$ cat src/rtl/mips_multicycle.sv
// Multi-cycle MIPS32-subset core: one clock, one shared req/ready memory port.
// Memory-port, retire and halt outputs are registers loaded with next-state values.
module mips_multicycle #(
  parameter logic [31:0] RESET_PC = 32'h0000_0000,
  parameter int          ADDR_W   = 16,
  parameter int          NUM_REGS = 32
) (
  input  logic              clk,
  input  logic              rst,
  output logic              mem_req,
  output logic              mem_we,
  output logic [ADDR_W-1:0] mem_addr,
  output logic [31:0]       mem_wdata,
  input  logic [31:0]       mem_rdata,
  input  logic              mem_ready,
  output logic              retire,
  output logic              halted,
  output logic [31:0]       dbg_pc
);

  localparam int RIDX_W = (NUM_REGS <= 8) ? 3 : ((NUM_REGS <= 16) ? 4 : 5);

  localparam logic [2:0] S_FETCH  = 3'd0;
  localparam logic [2:0] S_DECODE = 3'd1;
  localparam logic [2:0] S_EXEC   = 3'd2;
  localparam logic [2:0] S_MEM    = 3'd3;
  localparam logic [2:0] S_WB     = 3'd4;
  localparam logic [2:0] S_HALT   = 3'd5;

  localparam logic [5:0] OP_RTYPE = 6'h00;
  localparam logic [5:0] OP_J     = 6'h02;
  localparam logic [5:0] OP_BEQ   = 6'h04;
  localparam logic [5:0] OP_ADDI  = 6'h08;
  localparam logic [5:0] OP_LW    = 6'h23;
  localparam logic [5:0] OP_SW    = 6'h2B;

  localparam logic [5:0] FN_ADD = 6'h20;
  localparam logic [5:0] FN_SUB = 6'h22;
  localparam logic [5:0] FN_AND = 6'h24;
  localparam logic [5:0] FN_OR  = 6'h25;
  localparam logic [5:0] FN_SLT = 6'h2A;

  function automatic logic [31:0] sext16(input logic [15:0] imm);
    return {{16{imm[15]}}, imm};
  endfunction

  function automatic logic is_legal(input logic [5:0] op, input logic [5:0] fn);
    logic ok;
    case (op)
      OP_RTYPE: ok = (fn == FN_ADD) || (fn == FN_SUB) || (fn == FN_AND) ||
                     (fn == FN_OR)  || (fn == FN_SLT);
      OP_J, OP_BEQ, OP_ADDI, OP_LW, OP_SW: ok = 1'b1;
      default: ok = 1'b0;
    endcase
    return ok;
  endfunction

  function automatic logic [31:0] alu(input logic [5:0] fn, input logic [31:0] a,
                                      input logic [31:0] b);
    logic [31:0] r;
    case (fn)
      FN_ADD:  r = a + b;
      FN_SUB:  r = a - b;
      FN_AND:  r = a & b;
      FN_OR:   r = a | b;
      FN_SLT:  r = {31'd0, ($signed(a) < $signed(b))};
      default: r = 32'd0;
    endcase
    return r;
  endfunction

  logic [2:0]        state_q, state_d;
  logic [31:0]       pc_q, pc_d;
  logic [31:0]       ir_q, ir_d;
  logic [31:0]       a_q, a_d;
  logic [31:0]       b_q, b_d;
  logic [31:0]       simm_q, simm_d;
  logic [31:0]       pc4_q, pc4_d;
  logic [31:0]       res_q, res_d;
  logic              mem_req_q, mem_req_d;
  logic              mem_we_q, mem_we_d;
  logic [ADDR_W-1:0] mem_addr_q, mem_addr_d;
  logic [31:0]       mem_wdata_q, mem_wdata_d;
  logic              retire_q, retire_d;
  logic              halted_q, halted_d;
  logic [31:0]       gpr_q [NUM_REGS];

  logic [5:0]        opcode_s, funct_s;
  logic [RIDX_W-1:0] rs_s, rt_s, rd_s;
  logic [31:0]       pc4_s, ea_s, npc_s;
  logic              retire_s;
  logic              rf_we_s;
  logic [RIDX_W-1:0] rf_waddr_s;
  logic [31:0]       rf_wdata_s;
  logic              unused_s;

  assign opcode_s = ir_q[31:26];
  assign funct_s  = ir_q[5:0];
  assign rs_s     = ir_q[21 +: RIDX_W];
  assign rt_s     = ir_q[16 +: RIDX_W];
  assign rd_s     = ir_q[11 +: RIDX_W];
  assign pc4_s    = pc_q + 32'd4;
  assign ea_s     = a_q + simm_q;
  assign unused_s = ^ir_q[10:6];

  // Next-state logic for the FETCH/DECODE/EXEC/MEM/WB/HALT sequencer.
  always_comb begin
    state_d     = state_q;
    pc_d        = pc_q;
    ir_d        = ir_q;
    a_d         = a_q;
    b_d         = b_q;
    simm_d      = simm_q;
    pc4_d       = pc4_q;
    res_d       = res_q;
    mem_req_d   = mem_req_q;
    mem_we_d    = mem_we_q;
    mem_addr_d  = mem_addr_q;
    mem_wdata_d = mem_wdata_q;
    retire_d    = 1'b0;
    halted_d    = halted_q;
    retire_s    = 1'b0;
    npc_s       = pc4_q;
    rf_we_s     = 1'b0;
    rf_waddr_s  = {RIDX_W{1'b0}};
    rf_wdata_s  = res_q;

    case (state_q)
      S_FETCH: begin
        if (mem_req_q && mem_ready) begin
          ir_d      = mem_rdata;
          mem_req_d = 1'b0;
          state_d   = S_DECODE;
        end else begin
          mem_req_d  = 1'b1;
          mem_we_d   = 1'b0;
          mem_addr_d = pc_q[ADDR_W-1:0];
        end
      end
      S_DECODE: begin
        a_d    = gpr_q[rs_s];
        b_d    = gpr_q[rt_s];
        simm_d = sext16(ir_q[15:0]);
        pc4_d  = pc4_s;
        if (!is_legal(opcode_s, funct_s)) begin
          state_d  = S_HALT;
          halted_d = 1'b1;
        end else if (opcode_s == OP_J) begin
          retire_s = 1'b1;
          npc_s    = {pc4_s[31:28], ir_q[25:0], 2'b00};
        end else begin
          state_d = S_EXEC;
        end
      end
      S_EXEC: begin
        case (opcode_s)
          OP_RTYPE: begin
            res_d   = alu(funct_s, a_q, b_q);
            state_d = S_WB;
          end
          OP_ADDI: begin
            res_d   = a_q + simm_q;
            state_d = S_WB;
          end
          OP_LW, OP_SW: begin
            res_d = ea_s;
            // A misaligned effective address halts before any bus activity.
            if (ea_s[1:0] != 2'b00) begin
              state_d  = S_HALT;
              halted_d = 1'b1;
            end else begin
              state_d     = S_MEM;
              mem_req_d   = 1'b1;
              mem_we_d    = (opcode_s == OP_SW);
              mem_addr_d  = ea_s[ADDR_W-1:0];
              mem_wdata_d = b_q;
            end
          end
          OP_BEQ: begin
            retire_s = 1'b1;
            npc_s    = (a_q == b_q) ? (pc4_q + (simm_q << 2)) : pc4_q;
          end
          default: begin
            state_d  = S_HALT;
            halted_d = 1'b1;
          end
        endcase
      end
      S_MEM: begin
        if (mem_req_q && mem_ready) begin
          if (mem_we_q) begin
            retire_s = 1'b1;
            npc_s    = pc4_q;
          end else begin
            res_d     = mem_rdata;
            mem_req_d = 1'b0;
            state_d   = S_WB;
          end
        end else begin
          mem_req_d = 1'b1;
        end
      end
      S_WB: begin
        rf_waddr_s = (opcode_s == OP_RTYPE) ? rd_s : rt_s;
        rf_we_s    = (rf_waddr_s != {RIDX_W{1'b0}});
        retire_s   = 1'b1;
        npc_s      = pc4_q;
      end
      S_HALT: begin
        mem_req_d = 1'b0;
        mem_we_d  = 1'b0;
        halted_d  = 1'b1;
      end
      default: begin
        state_d   = S_HALT;
        mem_req_d = 1'b0;
        mem_we_d  = 1'b0;
        halted_d  = 1'b1;
      end
    endcase

    // Retiring launches the next fetch in the same edge, so there is no bubble.
    if (retire_s) begin
      pc_d       = npc_s;
      retire_d   = 1'b1;
      state_d    = S_FETCH;
      mem_req_d  = 1'b1;
      mem_we_d   = 1'b0;
      mem_addr_d = npc_s[ADDR_W-1:0];
    end else begin
      retire_d = 1'b0;
    end
  end

  // Sequencer, datapath and output registers.
  always_ff @(posedge clk or posedge rst) begin
    if (rst) begin
      state_q     <= S_FETCH;
      pc_q        <= RESET_PC;
      ir_q        <= 32'd0;
      a_q         <= 32'd0;
      b_q         <= 32'd0;
      simm_q      <= 32'd0;
      pc4_q       <= 32'd0;
      res_q       <= 32'd0;
      mem_req_q   <= 1'b0;
      mem_we_q    <= 1'b0;
      mem_addr_q  <= {ADDR_W{1'b0}};
      mem_wdata_q <= 32'd0;
      retire_q    <= 1'b0;
      halted_q    <= 1'b0;
    end else begin
      state_q     <= state_d;
      pc_q        <= pc_d;
      ir_q        <= ir_d;
      a_q         <= a_d;
      b_q         <= b_d;
      simm_q      <= simm_d;
      pc4_q       <= pc4_d;
      res_q       <= res_d;
      mem_req_q   <= mem_req_d;
      mem_we_q    <= mem_we_d;
      mem_addr_q  <= mem_addr_d;
      mem_wdata_q <= mem_wdata_d;
      retire_q    <= retire_d;
      halted_q    <= halted_d;
    end
  end

  // Register file; entry 0 is never written so it always reads zero.
  always_ff @(posedge clk or posedge rst) begin
    if (rst) begin
      for (int i = 0; i < NUM_REGS; i++) begin
        gpr_q[i] <= 32'd0;
      end
    end else if (rf_we_s) begin
      gpr_q[rf_waddr_s] <= rf_wdata_s;
    end
  end

  assign mem_req   = mem_req_q;
  assign mem_we    = mem_we_q;
  assign mem_addr  = mem_addr_q;
  assign mem_wdata = mem_wdata_q;
  assign retire    = retire_q;
  assign halted    = halted_q;
  assign dbg_pc    = pc_q;

endmodule
$ cat config.mk
export PLATFORM = sky130hd
export DESIGN_NAME = mips_multicycle
export DESIGN_NICKNAME = d
export VERILOG_FILES = /design/src/rtl/mips_multicycle.sv
export SDC_FILE = /design/constraint.sdc
export NUM_CORES = 2
export LEC_CHECK = 0
export BUFFER_PORTS_ARGS = -buffer_cell sky130_fd_sc_hd__buf_4
export CORE_MARGIN = 4
export CORE_UTILIZATION = 58
export DETAILED_ROUTE_END_ITERATION = 6
export HOLD_SLACK_MARGIN = 0.05
export PLACE_DENSITY = 0.76
export SYNTH_ARGS = -nofsm -noshare
export SYNTH_HDL_FRONTEND = slang
export SYNTH_SLANG_ARGS = --single-unit
$ cat constraint.sdc
create_clock -name clk -period 43.4 [get_ports clk]
set_input_delay 6.51 -clock clk [delete_from_list [all_inputs] [get_ports clk]]
set_output_delay 6.51 -clock clk [all_outputs]
set_load 0.1 [all_outputs]
==> flow_summary.toml <==
[cells_and_area]
nets = 5600
area_delta_synth_final_pct = 9.26
final_core_util = 0.640
drive_gt1_frac = 0.386
seq_area_sq_mm = 0.0322
multiInputGateArea_sq_mm = 0.0383
nFillCells = 8980

[route]
drc = 0
vias_per_cell = 6.94
firstDrtPassIters = 5
wire_per_inst_um = 30.3
ant_nets = 0
drt_wl_total_um = 217000
drt_iter0_drc = 5620
vias = 49600

[global_routing]
antenna_found_initial = 4
grt_max_degree = 183
track_usage = 0.333
grt_pass1_vias = 50000
grt_pass1_wl_um = 325000
grt-ovfl-total = 0

[sta]
tightest_slew_ns = 1.31
rsz0062_at_grt = "no"
maxSlewViolCount = 0
finalClockSkew_ns = 0.0281
relSlewSlack = 0.125
hold_viol_final = 0
final.setup.worst_slack_ns = 33.71
fmax_ghz = 0.103
period_share = 0.223
fin_crit_ns = 9.69
tns_ns = 0
setup_viol = 0

[critical_path]
path_buf_inv = 6
critPathKind = "input port to asynchronous set/reset pin"
crit_chain = "buf_4, inv_8, buf_4, buf_4, buf_12, buf_4"
cp_slowest_cell = "buf_4"
worst_ep_arrival_time_ns = 10.49
critPathTopFamily = "buffers and inverters"
crit_path_end_kind = "asynchronous set/reset pin"
start_kind = "input port"
crit_required_ns = 44.20
crit_top_cell = "buf_4"
cp_slowest_stage_delay_ns = 0.85
crit_path_max_fanout = 182

[placement]
hpwlAfterDp_um = 131000
gp_congestion = 0.997
io_buffers = 118
preCtsSetupSlack_ns = 32.71

[cts]
cts_max_path_buffers = 3
cts_htree_levels = 4
numCtsBuffers = 139
cts_setup_buffers = 0
clock_latency_ns = 0.79
cts_hold_buf = 0
cts_tree = "built"
clkSinkCount = 1287
clkTransAtPathRegs_ns = 0.06
post_cts_resize_count = 0
cts_root_buffer = "clkbuf_16"

[yosys]
synth_area_leader_cell = "dfrtp_1"
syn_avg_cell_area_sq_um = 13.1
synthFlopType = "dfrtp_1"
syn_area_sq_mm = 0.0728
netlist.area_leader.share = 0.442
syn_inst = 5565
synth.most_common_cell = "dfrtp_1"
ys_seq_area_frac = 0.442
synth_fp_nets = 5761
synth_area_leaders = "dfrtp_1, mux4_2, mux2_2"
ys_ff_latch = 1287
synth_cell_types = 93
synthArstFlopShare = 1.00
synthTopCellsByCount = "dfrtp_1, mux2_2, mux4_2, nand2_1, clkbuf_1"
yosysWarnings = 0
synth-edff-count = 0

[floorplan]
ios = 119
die_w_um = 362
die_h_um = 362
core_area_sq_mm = 0.124
start_util = 0.586
dieArea_sq_mm = 0.131
num_rows = 129

[power]
leakage_uw = 0.0358
powerDensity_mw_per_mm2 = 64.0
vdd_drop_max_mv = 0.0496

[run]
maxCapViolCount = 0

[outcome]
status = "complete, no violations"

[min_path]
worstHoldPathType = "register to register"
==> area by class of cell <==
type / count / share of cell area
Antenna cell: 3 / 0.0000944
Clock buffer: 198 / 0.0515
Clock inverter: 47 / 0.00942
Inverter: 123 / 0.00590
Multi-Input combinational cell: 3639 / 0.481
Sequential cell: 1287 / 0.405
Tap cell: 1637 / 0.0257
Timing Repair Buffer: 214 / 0.0211
==> worst paths after layout <==
kind / from / to / slack (ns) / cells after the start
min: gpr_q[1013] / gpr_q[1013] / 0.39 / 0
max in group clk: mem_ready / res_q[18] / 34.95 / 8
min reg2reg: gpr_q[1013] / gpr_q[1013] / 0.39 / 0
max reg2reg: ir_q[21] / a_q[10] / 37.95 / 7
max: rst / gpr_q[750] / 33.71 / 6
min in group asynchronous: rst / dbg_pc[8] / 5.85 / 2
==> cell usage in the layout, fill, tap and decap left out, types with 13 or more instances in the layout <==
cell type and n:
o31ai_1 14, nand2_2 14, ha_1 157, mux2_2 963
a21oi_1 189, bufinv_16 15, inv_1 120, nand2b_1 19
or3_1 21, a221oi_1 18, clkbuf_16 144, a31oi_1 21
dfrtp_1 1276, o21bai_1 23, nor2_4 16, and3_1 15
xor2_1 39, a211oi_1 29, mux4_2 640, a21o_1 32
o21a_1 14, nand3_1 56, buf_4 208, nand2_1 432
xnor2_1 62, o21ai_0 252, nor4_1 13, nor3_1 49
nand4_1 16, clkbuf_8 29, o211ai_1 21, mux2i_1 80
nor2_1 184, o21ai_1 18, clkinv_2 16, clkbuf_1 25
nor2b_1 21, mux2_1 31
==> state kept, by name, indices dropped and copies added (netlist names) <==
signal,flops
state_q,3
retire,1
halted,1
mem_we,1
dbg_pc,32
gpr_q,1024
simm_q,16
pc4_q,32
res_q,32
ir_q,32
a_q,32
mem_addr,16
b_q,32
mem_wdata,32
mem_req,1
==> logic make-up (layout without fill, tap and decap cells) <==
| kind of cell | after synthesis | in the layout | share of synthesized area |
|---|---|---|---|
| buffers and inverters | 639 | 582 | 0.0350 |
| multiplexers | 1714 | 1714 | 0.363 |
| adder cells (fa/ha/maj) | 161 | 161 | 0.0281 |
| XOR/XNOR | 101 | 101 | 0.0121 |
| AND/OR/NAND/NOR | 915 | 915 | 0.0559 |
| AO/OA/AOI/OAI | 748 | 748 | 0.0641 |
| other | 0 | 3 | 0 |
| flip-flops | 1287 | 1287 | 0.442 |
==> report_power, final <==
part / internal, uW / switching [uW] / leakage, uW
Combinational: 817 / 1250 / 0.0158
Sequential: 1380 / 398 / 0.0176
Clock: 750 / 507 / 0.00238
==> routing by layer <==
layer | routed length, um | vias to the layer above | global-route usage
met3 | 21100 | 561 | 0.0757
met4 | 10800 | 2 | 0.152
met1 | 85700 | 25900 | 0.462
met2 | 98800 | 2576 | 0.508
li1 | - | 20600 | -
met5 | 12 | - | 0
==> per-stage QoR <==
step	total power, uW	instance area [sq um]	std cells	hold WS (ns)
after global placement	3780	74700	6900	0.376
final	5090	79600	7148	0.391
after detailed placement	3810	74700	6900	0.382
after CTS	5070	79600	7145	0.397
after global routing	5310	79600	7145	0.406
after floorplan	3200	72800	5565	0.441
Power figures use the tool's default switching activity.
